### config.mk
export PLATFORM = sky130hd
export DESIGN_NAME = line_fifo_ctrl
export DESIGN_NICKNAME = d
export VERILOG_FILES = /design/src/rtl/line_fifo_ctrl.sv
export SDC_FILE = /design/constraint.sdc
export NUM_CORES = 1
export LEC_CHECK = 0
export BUFFER_PORTS_ARGS = -buffer_cell sky130_fd_sc_hd__buf_2
export CAP_MARGIN = 0
export CORE_MARGIN = 1
export CORE_UTILIZATION = 30
export DETAILED_ROUTE_END_ITERATION = 10
export SETUP_SLACK_MARGIN = 0.2
export SLEW_MARGIN = 20
export SYNTH_ARGS = -nofsm -noshare
export SYNTH_HDL_FRONTEND = slang
export SYNTH_SLANG_ARGS = --single-unit
### constraint.sdc
create_clock -name clk -period 5.2 [get_ports clk]
set_input_delay 1.56 -clock clk [delete_from_list [all_inputs] [get_ports clk]]
set_output_delay 1.56 -clock clk [all_outputs]
set_load 0.02 [all_outputs]
### src/rtl/line_fifo_ctrl.sv
// Line-buffer FIFO controller: tracks which line RAM is being written, which
// two banks feed the interpolator, and how many lines are buffered.
// Optional dropped-line statistic enabled by macro LFC_DROP_STAT_EN.
module line_fifo_ctrl #(
  parameter int unsigned BUFFER_SIZE       = 4,
  parameter int unsigned BUFFER_SIZE_WIDTH = 2
) (
  input  logic                         clk,
  input  logic                         rst,
  input  logic                         wrFrameStart,
  input  logic                         wrLineDone,
  input  logic                         jmp1,
  input  logic                         jmp2,
  output logic [BUFFER_SIZE_WIDTH-1:0] wrBank,
  output logic [BUFFER_SIZE_WIDTH-1:0] rdBank0,
  output logic [BUFFER_SIZE_WIDTH-1:0] rdBank1,
  output logic [BUFFER_SIZE_WIDTH:0]   fifoNum,
  output logic                         calRdy,
  output logic                         ovf,
  output logic [7:0]                   dropCnt
);

  localparam int unsigned PW = BUFFER_SIZE_WIDTH;
  localparam int unsigned CW = BUFFER_SIZE_WIDTH + 1;

  typedef enum logic [1:0] {
    ST_IDLE = 2'd0,
    ST_FILL = 2'd1,
    ST_RUN  = 2'd2
  } state_e;

  state_e          state_q, state_d;
  logic [PW-1:0]   wr_ptr_q, wr_ptr_d;
  logic [PW-1:0]   rd_ptr_q, rd_ptr_d;
  logic [PW-1:0]   rd_bank1_q, rd_bank1_d;
  logic [CW-1:0]   count_q, count_d;
  logic            cal_rdy_q, cal_rdy_d;
  logic            ovf_q, ovf_d;
  logic            drop_c;

  // Pointer add that wraps modulo BUFFER_SIZE, valid for non-power-of-two sizes.
  function automatic logic [PW-1:0] ptr_add(input logic [PW-1:0] p, input logic [1:0] inc);
    logic [PW:0] sum;
    sum = {1'b0, p} + (PW+1)'(inc);
    if (sum >= (PW+1)'(BUFFER_SIZE)) begin
      sum = sum - (PW+1)'(BUFFER_SIZE);
    end
    return PW'(sum);
  endfunction

  // Pointer / occupancy update: frame start clears, IDLE ignores line events.
  always_comb begin
    logic          active;
    logic          wr_req;
    logic          wr_ok;
    logic [CW-1:0] req_n;
    logic [CW-1:0] rel;

    wr_ptr_d = wr_ptr_q;
    rd_ptr_d = rd_ptr_q;
    count_d  = count_q;
    ovf_d    = ovf_q;
    drop_c   = 1'b0;

    active = (state_q != ST_IDLE) && !wrFrameStart;
    wr_req = active && wrLineDone;
    wr_ok  = wr_req && (count_q != CW'(BUFFER_SIZE));
    drop_c = wr_req && (count_q == CW'(BUFFER_SIZE));

    if (!active)   req_n = '0;
    else if (jmp2) req_n = CW'(2);
    else if (jmp1) req_n = CW'(1);
    else           req_n = '0;

    rel = (req_n > count_q) ? count_q : req_n;

    if (wrFrameStart) begin
      wr_ptr_d = '0;
      rd_ptr_d = '0;
      count_d  = '0;
    end else begin
      wr_ptr_d = ptr_add(wr_ptr_q, {1'b0, wr_ok});
      rd_ptr_d = ptr_add(rd_ptr_q, 2'(rel));
      count_d  = count_q + CW'(wr_ok) - rel;
    end

    if (drop_c) ovf_d = 1'b1;
    rd_bank1_d = ptr_add(rd_ptr_d, 2'd1);
  end

  // Next-state logic: frame start always re-enters FILL; RUN needs two lines.
  always_comb begin
    state_d = state_q;
    case (state_q)
      ST_IDLE: if (wrFrameStart) state_d = ST_FILL;
      ST_FILL: begin
        if (wrFrameStart)                state_d = ST_FILL;
        else if (count_d >= CW'(2))      state_d = ST_RUN;
      end
      ST_RUN: begin
        if (wrFrameStart || count_d < CW'(2)) state_d = ST_FILL;
      end
      default: state_d = ST_IDLE;
    endcase
  end

  // Output decode: ready flag follows the state being entered.
  always_comb begin
    cal_rdy_d = (state_d == ST_RUN);
  end

  // State register.
  always_ff @(posedge clk) begin
    if (rst) state_q <= ST_IDLE;
    else     state_q <= state_d;
  end

  // Datapath and output registers.
  always_ff @(posedge clk) begin
    if (rst) begin
      wr_ptr_q   <= '0;
      rd_ptr_q   <= '0;
      rd_bank1_q <= PW'(1);
      count_q    <= '0;
      cal_rdy_q  <= 1'b0;
      ovf_q      <= 1'b0;
    end else begin
      wr_ptr_q   <= wr_ptr_d;
      rd_ptr_q   <= rd_ptr_d;
      rd_bank1_q <= rd_bank1_d;
      count_q    <= count_d;
      cal_rdy_q  <= cal_rdy_d;
      ovf_q      <= ovf_d;
    end
  end

`ifdef LFC_DROP_STAT_EN
  logic [7:0] drop_cnt_q, drop_cnt_d;

  // Saturating count of dropped lines; only reset clears it.
  always_comb begin
    drop_cnt_d = drop_cnt_q;
    if (drop_c && drop_cnt_q != 8'hFF) drop_cnt_d = drop_cnt_q + 8'd1;
  end

  // Drop statistic register.
  always_ff @(posedge clk) begin
    if (rst) drop_cnt_q <= '0;
    else     drop_cnt_q <= drop_cnt_d;
  end

  assign dropCnt = drop_cnt_q;
`else
  assign dropCnt = 8'd0;
`endif

  assign wrBank  = wr_ptr_q;
  assign rdBank0 = rd_ptr_q;
  assign rdBank1 = rd_bank1_q;
  assign fifoNum = count_q;
  assign calRdy  = cal_rdy_q;
  assign ovf     = ovf_q;

endmodule

==> flow_metrics.env, run 1 <==
export IMPL_fin_ws_ps=729
export IMPL_endpoint_kind="flip-flop"
export IMPL_ant_nets=0
export IMPL_grt_pass1_vias=501
export IMPL_ir_drop_mv=0.150
export IMPL_yosys_top_cells_area="dfxtp_1 36%, ha_1 12%, buf_4 8.3%"
export IMPL_power_density_nw_per_um2=271
export IMPL_cts_root_buf="clkbuf_4"
export IMPL_cts_repair_resized=0
export IMPL_htree_levels=1
export IMPL_core_sq_um=2230
export IMPL_hold_viol=0
export IMPL_period_share_pct=86.0
export IMPL_synth_distinct_cells=28
export IMPL_floorplan_rows=17
export IMPL_tns_ps=0
export IMPL_cts_buffers=3
export IMPL_hold_ws_ps=481
export IMPL_syn_to_final_growth_pct=12.8
export IMPL_synth_compound_area_share_pct=7.79
export IMPL_synthCells=74
export IMPL_path_max_fanout=9
export IMPL_firstDrtPassIters=2
export IMPL_antenna_found_initial=0
export IMPL_grt_max_degree=10
export IMPL_fmax_mhz=224
export IMPL_mostFrequentLayoutCells="16 x buf_2, 13 x dfxtp_1, 8 x conb_1"
export IMPL_synthMuxAreaShare_pct=6.06
export IMPL_synth_xor_area_share_pct=6.06
export IMPL_leakagePower_nw=0.422
export IMPL_setup_violations=0
export IMPL_drv_slew=0
export IMPL_cts_buffer_depth=2
export IMPL_layout_drive_gt1_share_pct=28.6
export IMPL_initial_core_util_pct=32.4
export IMPL_grt_pass1_wl_mm=2.18
export IMPL_post_cts_buffers=0
export IMPL_ys_seq_area_share_pct=36.0
export IMPL_grt_use_total_pct=11.6
export IMPL_die_height_um=51.1
export IMPL_yosys_area_share_adder_pct=14.9
export IMPL_hold_path_class="flip-flop to flip-flop"
export IMPL_min_period_ps=4470
export IMPL_synth_top_area_cell="dfxtp_1"
export IMPL_synth_top_family_by_area="adder cells"
export IMPL_yosys_area_top_type_share_pct=36.0
export IMPL_layout_commonest_cell="buf_2"
export IMPL_diodes=0
export IMPL_wire_per_inst_um=10.9
export IMPL_dp_slack_ps=419
export IMPL_path_cells="buf_2, o21ba_4, and2_4, ha_1, nor2b_1, o21ai_2, mux2i_1, ha_1, inv_1, ha_1, inv_1, fa_1, xor2_1, xnor2_1, a21oi_1, and3_2"
export IMPL_grt_ovfl_total=0
export IMPL_fin_nets=106
export IMPL_avgSynthCellArea_sq_um=9.77
export IMPL_rsz0062_at_grt="no"
export IMPL_cts_tree="done"
export IMPL_path_clk_slew_ps=80
export IMPL_utilization_pct=36.5
export IMPL_cp_data_arrival_time_ps=4640
export IMPL_via_per_inst=4.31
export IMPL_fin_cells=119
export IMPL_crit_top_cell="ha_1"
export IMPL_crit_slowest_cell="fa_1"
export IMPL_drc=0
export IMPL_maxCapViolations=0
export IMPL_critPathMaxStageDelay_ps=370
export IMPL_port_buffer_count=16
export IMPL_fp_dieArea_sq_um=2610
export IMPL_crit_type="primary input to flip-flop"
export IMPL_yosys_area_share_simple_pct=14.7
export IMPL_yosys_warnings=0
export IMPL_die_width_um=51.1
export IMPL_placedCellCount=115
export IMPL_clock_latency_ps=270
export IMPL_postCtsHoldBufs=0
export IMPL_vias=513
export IMPL_synth_seq_cells=13
export IMPL_cts_sinks=13
export IMPL_worstPathRequired_ps=5370
export IMPL_hpwlAfterDp_mm=1.04
export IMPL_outcome="completed"
export IMPL_drt_iter0_markers=4
export IMPL_finClkSkew_ps=6.42
export IMPL_ios=25
export IMPL_startpoint_type="primary input"
export IMPL_netlist_area_sq_um=723
export IMPL_place_congestion=0.708
export IMPL_routed_wl_mm=1.30
==> state kept, by name, indices dropped and copies added, names as in the netlist <==
register / count
calRdy: 1
fifoNum: 3
ovf: 1
rdBank0: 2
rdBank1: 2
state_q: 2
wrBank: 2
==> cell usage after synthesis <==
library cell and number:
a21oi_1 3, a31oi_1 1, and2_1 2, and2_4 1, and3_1 1, and3_2 2, buf_4 8, buf_6 1
clkbuf_1 1, conb_1 1, dfxtp_1 13, fa_1 1, ha_1 7, inv_1 7, mux2_1 1, mux2i_1 1
mux2i_4 1, nand2_1 3, nand3b_1 1, nor2_1 2, nor2b_1 1, nor3_1 5, o21ai_0 2, o21ai_2 1
o21ba_4 1, or2_2 1, xnor2_1 4, xor2_1 1
==> area by class of cell <==
class                           count  area, sq um
Timing Repair Buffer               16         80.1
Inverter                            7         26.3
Clock buffer                        4         26.3
Sequential cell                    13          260
Fill cell                         242         1420
Tap cell                           28         35.0
Multi-Input combinational cell     51          388
==> through the flow <==
| step | instance area (sq um) | total power [mW] |
|---|---|---|
| after floorplan | 749 | 0.156 |
| after global placement | 790 | 0.160 |
| after detailed placement | 790 | 0.162 |
| after CTS | 816 | 0.225 |
| after global routing | 816 | 0.237 |
| final | 816 | 0.221 |
==> cell families (layout without fill, tap and decap cells) <==
group / count (synthesis) / after routing
flops: 13 / 13
buf+inv: 17 / 27
fa+ha+maj: 8 / 8
compound gates: 8 / 8
xor+xnor: 5 / 5
simple gates: 19 / 19
mux: 3 / 3
other cells: 1 / 8
==> layer usage <==
metal | wire length [um] | track usage (%) | part of all wire (%) | vias to the layer above
li1 | - | - | - | 260
met1 | 593 | 13.4 | 46 | 233
met2 | 606 | 19.1 | 47 | 18
met3 | 86 | 4.46 | 6.6 | 2
met4 | 10 | 4.17 | 0.77 | 0
met5 | 0 | 0 | 0 | -
==> where the power goes <==
group | leakage [nW] | switching [mW] | internal (mW)
combinational | 0.302 | 0.0305 | 0.0210
clock | 0.0150 | 0.0314 | 0.0297
sequential | 0.105 | 0.00409 | 0.104
==> critical path, delay by kind of cell <==
family	cells	cell delay [ps]
adders and majority gates	4	1060
AOI/OAI and AO/OA	3	550
and+or+nand+nor	3	530
xor gates and xnor gates	2	340
muxes	1	330
buffers and inverters	3	290
==> path summary, 6_finish.rpt <==
| check | from | to | slack (ps) | depth (start not counted) |
|---|---|---|---|---|
| max | wrFrameStart | state_q[1] | 730 | 16 |
| min | ovf | ovf | 480 | 2 |
| max reg2reg | state_q[1] | state_q[1] | 1820 | 15 |
| min reg2reg | ovf | ovf | 480 | 2 |
Power figures use the tool's default switching activity.
==> run 2: changes to the inputs <==
Settings changed: CELL_PAD_IN_SITES_DETAIL_PLACEMENT set to 0, CELL_PAD_IN_SITES_GLOBAL_PLACEMENT set to 2, CORE_UTILIZATION 30 to 28, PLACE_DENSITY_LB_ADDON set to 0.1.
==> run 2 against run 1 <==
Against the previous run:
- combinational power is 1% lower
- global-route usage is 1.1 points lower
- cell count is 1.7% higher
- clock skew is 1.7 ps lower
- clock power is 2% higher
- critical endpoint unchanged
==> flow_metrics.env, run 2 (synthesis results as in run 1) <==
export IMPL_clock_latency_ps=280
export IMPL_hold_viol=0
export IMPL_ios=25
export IMPL_syn_to_final_growth_pct=13.1
export IMPL_path_cells="buf_2, o21ba_4, and2_4, ha_1, nor2b_1, o21ai_2, mux2i_1, ha_1, inv_1, ha_1, inv_1, fa_1, xor2_1, xnor2_1, a21oi_1, and3_2"
export IMPL_maxCapViolations=0
export IMPL_die_height_um=52.8
export IMPL_floorplan_rows=18
export IMPL_fin_cells=121
export IMPL_core_sq_um=2450
export IMPL_power_density_nw_per_um2=270
export IMPL_wire_per_inst_um=10.3
export IMPL_path_max_fanout=9
export IMPL_grt_pass1_vias=442
export IMPL_r2r_start="state_q[1]"
export IMPL_hpwlAfterDp_mm=1.00
export IMPL_diodes=0
export IMPL_fin_nets=106
export IMPL_startpoint_type="primary input"
export IMPL_critPathMaxStageDelay_ps=370
export IMPL_nFillCells=266
export IMPL_cp_data_arrival_time_ps=4570
export IMPL_multi_input_area_sq_um=388
export IMPL_largest_reg_flops=3
export IMPL_drc=0
export IMPL_crit_top_cell="ha_1"
export IMPL_fmax_mhz=227
export IMPL_outcome="completed"
export IMPL_drt_iter0_markers=8
export IMPL_grt_use_total_pct=10.5
export IMPL_min_path_cells=2
export IMPL_path_delay_family="adder cells"
export IMPL_grt_max_degree=10
export IMPL_cts_buffers=3
export IMPL_cts_tree="done"
export IMPL_finClkSkew_ps=4.69
export IMPL_min_from="ovf"
export IMPL_ant_nets=0
export IMPL_cts_repair_resized=0
export IMPL_leakagePower_nw=0.422
export IMPL_grt_pass1_wl_mm=1.95
export IMPL_seqCellArea_sq_um=260
export IMPL_crit_slowest_cell="fa_1"
export IMPL_place_congestion=0.622
export IMPL_period_share_pct=84.6
export IMPL_path_buf_inv=3
export IMPL_mostFrequentLayoutCells="16 x buf_2, 13 x dfxtp_1, 8 x conb_1"
export IMPL_cts_root_buf="clkbuf_4"
export IMPL_endpoint_kind="flip-flop"
export IMPL_die_width_um=52.8
export IMPL_initial_core_util_pct=29.5
export IMPL_min_period_ps=4400
export IMPL_routed_wl_mm=1.24
export IMPL_hold_path_class="flip-flop to flip-flop"
export IMPL_placedCellCount=117
export IMPL_tns_ps=0
export IMPL_post_cts_buffers=0
export IMPL_drv_slew=0
export IMPL_path_clk_slew_ps=80
export IMPL_antenna_found_initial=0
export IMPL_ff2ff_path_depth=15
export IMPL_r2r_end="state_q[1]"
export IMPL_r2r_slack_ps=1880
export IMPL_layout_commonest_cell="buf_2"
export IMPL_grt_ovfl_total=0
export IMPL_rsz0062_at_grt="no"
export IMPL_layout_drive_gt1_share_pct=28.6
export IMPL_cts_buffer_depth=2
export IMPL_worstPathRequired_ps=5380
export IMPL_crit_type="primary input to flip-flop"
export IMPL_vias=498
export IMPL_cts_sinks=13
export IMPL_via_per_inst=4.12
export IMPL_postCtsHoldBufs=0
export IMPL_port_buffer_count=16
export IMPL_fp_dieArea_sq_um=2790
export IMPL_htree_levels=1
export IMPL_firstDrtPassIters=3
export IMPL_whs_endpoint="ovf"
export IMPL_setup_violations=0
export IMPL_ir_drop_mv=0.134
-- run 2: cell counts in the layout (fill, tap and decap cells not counted) --
No cell type changed its count.
-- run 2: per-stage QoR --
stage               util, %  hold slack, ps  power, mW  setup slack [ps]  cell area, sq um
floorplan                 -             534      0.156               768               749
global placement       32.3             446      0.162               493               792
detailed placement     32.3             459      0.162               464               792
CTS                    33.3             479      0.224               743               818
global route           33.3             496      0.235               523               818
finish                 33.3             474      0.221               803               818
-- run 2: layer usage --
layer	vias up	part of all wire, %	GRT usage, %
li1	260	-	-
met1	219	48	12.9
met2	17	42	15.0
met3	2	8.9	5.80
met4	0	0.96	3.95
met5	-	0	0
-- run 2: worst min-delay path, delay by kind of cell, from the launching register on --
kind / cells / cell delay (ps)
DFF: 1 / 330
AOI/OAI and AO/OA: 1 / 40
and+or+nand+nor: 1 / 70
-- run 2: final cells by class --
class	instances	area share, %
Multi-Input combinational cell	51	47.4
Sequential cell	13	31.8
Timing Repair Buffer	16	9.79
Tap cell	30	4.59
Clock buffer	4	3.21
Inverter	7	3.21
-- run 2: how the worst max path moves through the flow --
stage	from	to	depth (start not counted)	slack (ps)
floorplan	wrFrameStart	calRdy	16	770
global placement	wrFrameStart	state_q[1]	16	490
detailed placement	wrFrameStart	state_q[1]	16	460
CTS	wrFrameStart	state_q[1]	16	740
global route	wrFrameStart	state_q[1]	16	520
finish	wrFrameStart	state_q[1]	16	800
-- run 2: report_power, final --
| part | total (mW) | switching (mW) | internal, mW |
|---|---|---|---|
| combinational | 0.0509 | 0.0299 | 0.0210 |
| clock | 0.0622 | 0.0325 | 0.0297 |
| sequential | 0.108 | 0.00379 | 0.104 |
| total | 0.221 | 0.0662 | 0.155 |
